### src/rtl/cpu_sequencer.sv
// ============================================================================
// Module   : cpu_sequencer
// Purpose  : Multi-cycle fetch/decode/execute/writeback sequencer for the
//            mini CPU. Optional single-step mode: CPU_SEQ_SINGLE_STEP_EN.
// Revision : 1.0 - initial release
// ============================================================================
`default_nettype none

module cpu_sequencer #(
  parameter int PC_W  = 8,
  parameter int CNT_W = 16
) (
  input  logic             clk,
  input  logic             rst_n,
  input  logic             start,
`ifdef CPU_SEQ_SINGLE_STEP_EN
  input  logic             step,
`endif
  output logic             imem_req,
  output logic [PC_W-1:0]  imem_addr,
  input  logic             imem_ready,
  input  logic [7:0]       imem_data,
  output logic [2:0]       alu_op,
  output logic [1:0]       rd_addr,
  output logic [1:0]       rs_addr,
  output logic             reg_we,
  output logic             halted,
  output logic             busy,
  output logic [PC_W-1:0]  pc,
  output logic [CNT_W-1:0] instr_count
);

  localparam logic [2:0] S_IDLE   = 3'd0;
  localparam logic [2:0] S_FETCH  = 3'd1;
  localparam logic [2:0] S_DECODE = 3'd2;
  localparam logic [2:0] S_EXEC   = 3'd3;
  localparam logic [2:0] S_WB     = 3'd4;
  localparam logic [2:0] S_HALT   = 3'd5;
`ifdef CPU_SEQ_SINGLE_STEP_EN
  localparam logic [2:0] S_PAUSE  = 3'd6;
`endif

  localparam logic [PC_W-1:0]  PC_ONE  = {{(PC_W-1){1'b0}}, 1'b1};
  localparam logic [CNT_W-1:0] CNT_ONE = {{(CNT_W-1){1'b0}}, 1'b1};

  logic [2:0]       state_q, state_d;
  logic [PC_W-1:0]  pc_q, pc_d;
  logic [7:0]       ir_q, ir_d;
  logic [CNT_W-1:0] cnt_q, cnt_d;

  always_ff @(posedge clk or negedge rst_n) begin
    if (!rst_n) begin
      state_q <= S_IDLE;
      pc_q    <= '0;
      ir_q    <= '0;
      cnt_q   <= '0;
    end else begin
      state_q <= state_d;
      pc_q    <= pc_d;
      ir_q    <= ir_d;
      cnt_q   <= cnt_d;
    end
  end

  always_comb begin
    state_d = state_q;
    case (state_q)
      S_IDLE:   if (start) state_d = S_FETCH;
      S_FETCH:  if (imem_ready) state_d = S_DECODE;
      S_DECODE: state_d = ir_q[0] ? S_HALT : S_EXEC;
      S_EXEC:   state_d = S_WB;
`ifdef CPU_SEQ_SINGLE_STEP_EN
      S_WB:     state_d = S_PAUSE;
      S_PAUSE:  if (step) state_d = S_FETCH;
`else
      S_WB:     state_d = S_FETCH;
`endif
      S_HALT:   state_d = S_HALT;
      default:  state_d = S_IDLE;
    endcase
  end

  // Datapath updates: IR only on an accepted fetch, pc/count only at writeback.
  always_comb begin
    ir_d  = ir_q;
    pc_d  = pc_q;
    cnt_d = cnt_q;
    if (state_q == S_FETCH && imem_ready) begin
      ir_d = imem_data;
    end
    if (state_q == S_WB) begin
      pc_d = pc_q + PC_ONE;
      if (cnt_q != {CNT_W{1'b1}}) begin
        cnt_d = cnt_q + CNT_ONE;
      end
    end
  end

  always_comb begin
    imem_req = 1'b0;
    reg_we   = 1'b0;
    halted   = 1'b0;
    busy     = 1'b0;
    case (state_q)
      S_FETCH:  begin imem_req = 1'b1; busy = 1'b1; end
      S_DECODE: busy = 1'b1;
      S_EXEC:   busy = 1'b1;
      S_WB:     begin reg_we = 1'b1; busy = 1'b1; end
`ifdef CPU_SEQ_SINGLE_STEP_EN
      S_PAUSE:  busy = 1'b1;
`endif
      S_HALT:   halted = 1'b1;
      default:  ;
    endcase
  end

  assign imem_addr   = pc_q;
  assign pc          = pc_q;
  assign instr_count = cnt_q;
  assign alu_op      = ir_q[7:5];
  assign rd_addr     = ir_q[4:3];
  assign rs_addr     = ir_q[2:1];

endmodule

`default_nettype wire
### config.mk
export PLATFORM = sky130hd
export DESIGN_NAME = cpu_sequencer
export DESIGN_NICKNAME = d
export VERILOG_FILES = /design/src/rtl/cpu_sequencer.sv
export SDC_FILE = /design/constraint.sdc
export NUM_CORES = 1
export LEC_CHECK = 0
export CORE_AREA = 2 2 66 68
export CTS_BUF_LIST = sky130_fd_sc_hd__clkbuf_2 sky130_fd_sc_hd__clkbuf_4 sky130_fd_sc_hd__clkbuf_8
export CTS_CLUSTER_SIZE = 14
export DETAILED_ROUTE_END_ITERATION = 10
export DIE_AREA = 0 0 68 70
export PLACE_DENSITY = 0.79
export SLEW_MARGIN = 10
export SYNTH_ARGS = -nofsm -noshare
export SYNTH_HDL_FRONTEND = slang
export SYNTH_SLANG_ARGS = --single-unit
### constraint.sdc
create_clock -name clk -period 2.07 [get_ports clk]
set_clock_uncertainty 0.15 [all_clocks]
set_input_delay 0.207 -clock clk [delete_from_list [all_inputs] [get_ports clk]]
set_output_delay 0.207 -clock clk [all_outputs]
set_load 0.02 [all_outputs]
==> results.tsv <==
metric	value	unit
synth.largest_area_cell	dfrtp_1	
timing.rr.start	instr_count[12]$_DFFE_PN0P_	
synthTopCellsByArea	dfrtp_1 49%, xnor2_1 7.4%, buf_4 6.7%	
netlist_area	1780	µm²
cp_slowest_stage_delay	450	ps
maxSlewHeadroom	0.652	
num_rows	24	
r2r-end	instr_count[4]$_DFFE_PN0P_	
grt_max_degree	36	
htree_levels	2	
nets	219	
grt-ovfl-total	0	
worstHoldPathType	input pin to async pin	
synth_edf_count	0	
leakage	0.00104	µW
reg2regPathDepth	4	
n_antenna_cell	0	
vias_per_cell	5.07	
ys_warn_count	0	
path_buf_inv	2	
cts_tree	done	
holdWs	177	ps
max_freq	528	MHz
clk_latency	280	ps
clk_pin_slew	70	ps
worstSetupStartpointType	register	
critPathRequiredTime	1710	ps
slew_viol_final	0	
seq_area	876	µm²
maxCapViolCount	0	
fin_area	2370	µm²
grt_pass1_wl	5.63	mm
multiInputGateArea	732	µm²
grt_antenna_before_repair	0	
fin_setup_tns	0	ps
yosysSeqAreaShare	0.492	
yosysUniqueCellTypes	39	
final_antenna_net_count	0	
synth_flop_cell	dfrtp_1	
ys_async_sr_fraction	1.00	
syn_inst	158	
reg2reg_slack	220	ps
clk_path_buf_depth	2	
critPathTopFamily	simple AND/OR/NAND/NOR gates	
worst_pin_slew	517	ps
ctsRootBufferMaster	clkbuf_8	
floorplan.initialDensity	0.430	
coreArea	4140	µm²
place.gp.congestion	0.852	
post-place-cells	250	
end_kind	primary output	
chipWidth	68	µm
first_global_vias	1187	
syn_avg_cell_area	11.3	µm²
synth.top_cells.by_count	35 x dfrtp_1, 16 x buf_4, 15 x xnor2_1, 12 x nand2_1, 9 x mux2_2	
cts.hold.buffers_added	0	
dp_hpwl	2.47	mm
critical_path_class	register to primary output	
die_area	4760	µm²
path_max_fanout	6	
final_hold_viol_count	0	
area_delta_synth_final	33.2	%
postSynthNetCount	172	
finalSetupViolations	0	
yosysMostFrequentCell	dfrtp_1	
drive_above_1_share	0.156	
cts_sinks	35	
total_power	2830	µW
status	complete, no violations	
crit_chain	or3b_1 > inv_6 > dlygate4sd2_1	
track_usage	0.158	
fin_crit_sh	0.916	
post-route-min-period	1900	ps
worstPathArrival	1540	ps
drt-pass1-iter-count	4	
routed_wl	3.39	mm
cp_slowest_cell	or3b_1	
io_buffers	54	
power_density	1190	nW/µm²
fill_cells	370	
rsz0062_at_grt	false	
vias	1303	
routedWlPerCell	13.2	µm
synth.top_cell.area_share	0.492	
placed_area	2280	µm²
fp.dieH	70	µm
pin_count	55	
synth-seq-cells	35	
cts_buffers	5	
cts_setup_buffers	0	
drc	0	
ir_drop	640	µV
first_iter_violations	65	
layout.cells.non_filler	257	
cell families after synthesis:
logic type | synth area share
DFF | 0.492
muxes | 0.0632
buffers and inverters | 0.0970
AOI/OAI and AO/OA | 0.0344
and+or+nand+nor | 0.196
xor gates and xnor gates | 0.103
adders and majority gates | 0.0141
worst max path at each step:
stage                                           start                           to  slack (ps)  cells after the start
after floorplan                state_q[2]$_DFFE_PN0P_          ir_q[0]$_DFFE_PN0P_          20                      5
after global placement         state_q[0]$_DFFE_PN0P_                       reg_we         220                      3
after detailed placement       state_q[0]$_DFFE_PN0P_                       reg_we         200                      3
after CTS                      state_q[1]$_DFFE_PN0P_                         busy          10                      4
after global routing      instr_count[12]$_DFFE_PN0P_  instr_count[14]$_DFFE_PN0P_         110                      4
final                          state_q[0]$_DFFE_PN0P_                       reg_we         170                      3
layer usage:
| metal | routed length [µm] | track usage | up-vias | part of all wire |
|---|---|---|---|---|
| li1 | - | - | 627 | - |
| met1 | 1440 | 0.202 | 630 | 0.42 |
| met2 | 1710 | 0.246 | 42 | 0.51 |
| met3 | 177 | 0.0515 | 4 | 0.052 |
| met4 | 63 | 0.0600 | 0 | 0.019 |
| met5 | 0 | 0 | - | 0 |
timing repair:
item,in CTS,in global routing
endpoints found under the setup margin,2,2
gates resized for setup,2,2
cloned,0,0
sequential cells by signal (all words and copies together), names as in the netlist:
register and count:
imem_addr 8, ir_q 8, instr_count 16, state_q 3
cells in the final DEF, fill, tap and decap left out, types with 2 or more instances in the layout:
cell and instances:
clkdlybuf4s50_1 50, dfrtp_1 35, xnor2_1 15, nand2_1 12
mux2_2 9, nand4_1 8, nor2_1 7, nand3_1 7
buf_4 7, xor2_1 6, clkbuf_8 6, nor4_1 3
and3_1 3, nor3b_1 2, inv_1 2, a21oi_1 2
and2_1 2, nor3_1 2, o21ai_0 2, ha_1 2
dlymetal6s2s_1 2, dlygate4sd2_1 2
area by class of cell:
class	instances	share of cell area
repair buffers	61	0.251
clock buffers	6	0.0348
well taps	52	0.0274
multi-input cells	99	0.309
clock inverters	1	0.00211
inverters	3	0.00686
flip-flops and latches	35	0.369
power breakdown:
group | internal [µW] | leakage (µW) | switching [µW]
registers | 868 | 0.000456 | 168
clock network | 261 | 0.0000470 | 235
logic | 656 | 0.000533 | 642
through the flow:
stage,setup slack (ps),util
floorplan,21.1,-
global placement,223,0.551
detailed placement,202,0.551
CTS,11.5,0.571
global route,112,0.572
finish,174,0.572
Note: power is estimated with default switching activity, not from simulation.
==> RTL edit (same flow settings) <==
Set the parameter `CNT_W` to 12 (it was 16).
--- a/src/rtl/cpu_sequencer.sv
+++ b/src/rtl/cpu_sequencer.sv
@@ -8,7 +8,7 @@
 
 module cpu_sequencer #(
   parameter int PC_W  = 8,
-  parameter int CNT_W = 16
+  parameter int CNT_W = 12
 ) (
   input  logic             clk,
   input  logic             rst_n,
Interface: changed (resized instr_count); port bits go from 55 to 51. The function was not compared with the original's and may differ.
==> RTL edit against the original RTL <==
Worst setup slack got worse by 0.056 ns; non-clock buffer count down 6; register-to-register slack got worse by 0.06 ns; via count down 16%; area after synthesis fell by 12%; power is 1.3% lower; cell area is 10% lower; largest cell class unchanged; wire length decreased by 11%; count of clock-buffer cells in the layout grew 2; synthesized cell count down 15%; sequential cell count down 4; global-route usage fell by 2.2 points.
==> RTL edit: results (changes against the original RTL) <==
* Worst setup margin at 0.1180 ns (-0.05632 ns)
* Cell Count Post-Placement at 224 (-10%)
* Outcome: finished clean
* Clock buffers at 8 (+2)
* First-pass GRT wire length at 4809 µm (-15%)
* Synth top area cells: dfrtp_1, mux2_2, buf_4, xnor2_1, xor2_1
* Logic inverters at 4 (+1)
* Largest net degree at the start of global routing at 32 (-11%)
* Multi-input combinational area share at 29.61% (-1.2 points)
* Crit path DAT at 1.59 ns (+0.05 ns)
* Sequential fraction of total cell area at 36.49% (-0.43 points)
* Distinct cells, synth at 32 (-18%)
* Max reg flops at 12 (-4)
* DP Area at 2024 µm² (-11%)
* Layout Nets at 193 (-12%)
* Slowest stage cell, crit path: clkdlybuf4s50_1
* GR Util met1 at 17.15% (-3.0 points)
* Met1 Wirelength at 1323 µm (-7.8%)
* Routability Congestion at 0.7795 (-8.5%)
* Total power per unit cell area at 1312 nW/µm² (+10%)
* FF-to-FF setup slack at 0.16 ns (-0.06 ns)
* Clock network share of area at 4.877% (+1.2 points)
* M2 GR Usage at 20.71% (-3.9 points)
* Grt met3 use at 5.636% (+0.48 points)
* GRT Overall Usage at 13.65% (-2.2 points)
* Layout non-clock buf frac at 25.26% (+0.16 points)
* Number of fillers in the final layout at 372 (+0.54%)
* Synth Area in Adders at 1.604% (+0.20 points)
* Peak supply drop at 0.0007986 V (+25%)
* Syn Nets at 149 (-13%)
* Crit path max-delay family: buffers and inverters
* Post-DP HPWL at 2173 µm (-12%)
* Via count at 1097 (-16%)
* Met2 wire length at 1470 µm (-14%)
* Crit path largest cell delay at 0.63 ns (+0.18 ns)
* Sequential cell area fraction in the yosys report at 49.72% (+0.53 points)
* Buffers outside the clock class at 55 (-9.8%)
* IO buf count at 50 (-7.4%)
* XOR/XNOR share of the synthesized area at 7.298% (-3.0 points)
* Yosys reg bits at 31 (-11%)
* Compound-Gate Fraction of Synth Area at 6.415% (+3.0 points)
* DRT iter0 DRCs at 22 (-66%)
* RR Startpoint: instr_count[0]
* Layout Cells excl Fill at 232 (-9.7%)
* Mux contribution to synthesized area at 10.26% (+3.9 points)
* Synth cell count leaders: dfrtp_1, buf_4, mux2_2
* Worst R2R End: instr_count[1]
* Share of layout cells above drive strength 1 at 17.78% (+2.2 points)
* Met3 WL at 189 µm (+6.8%)
* WHS at 0.1675 ns (-0.009124 ns)
* Top Metal Used: met4
## RTL edit: cell count changes after synthesis, moves of 3 or more
cell | before | now
nand2_1 | 12 | 6
xnor2_1 | 15 | 8
mux2_2 | 9 | 12
dfrtp_1 | 35 | 31
nand4_1 | 8 | 5
## RTL edit: how the worst min path moves through the flow
stage                     end  cells past startpoint
2_1_floorplan    imem_addr[0]                      0
3_3_place_gp     imem_addr[7]                      1
3_5_place_dp     imem_addr[7]                      1
4_1_cts        instr_count[9]                      2
5_1_grt        instr_count[6]                      2
6_report       instr_count[8]                      2
## RTL edit: power by group
part,switching [W],internal (W),total (W)
logic,0.000605,0.000662,0.00127
registers,0.000195,0.000796,0.000992
clock network,0.000220,0.000316,0.000537
## RTL edit: repair_timing
item	in CTS	in global routing
setup buffers	0	0
setup endpoints to repair	2	2
cloned	0	0
hold endpoints to repair	0	0
pin swaps	0	0
gates resized for setup	2	2
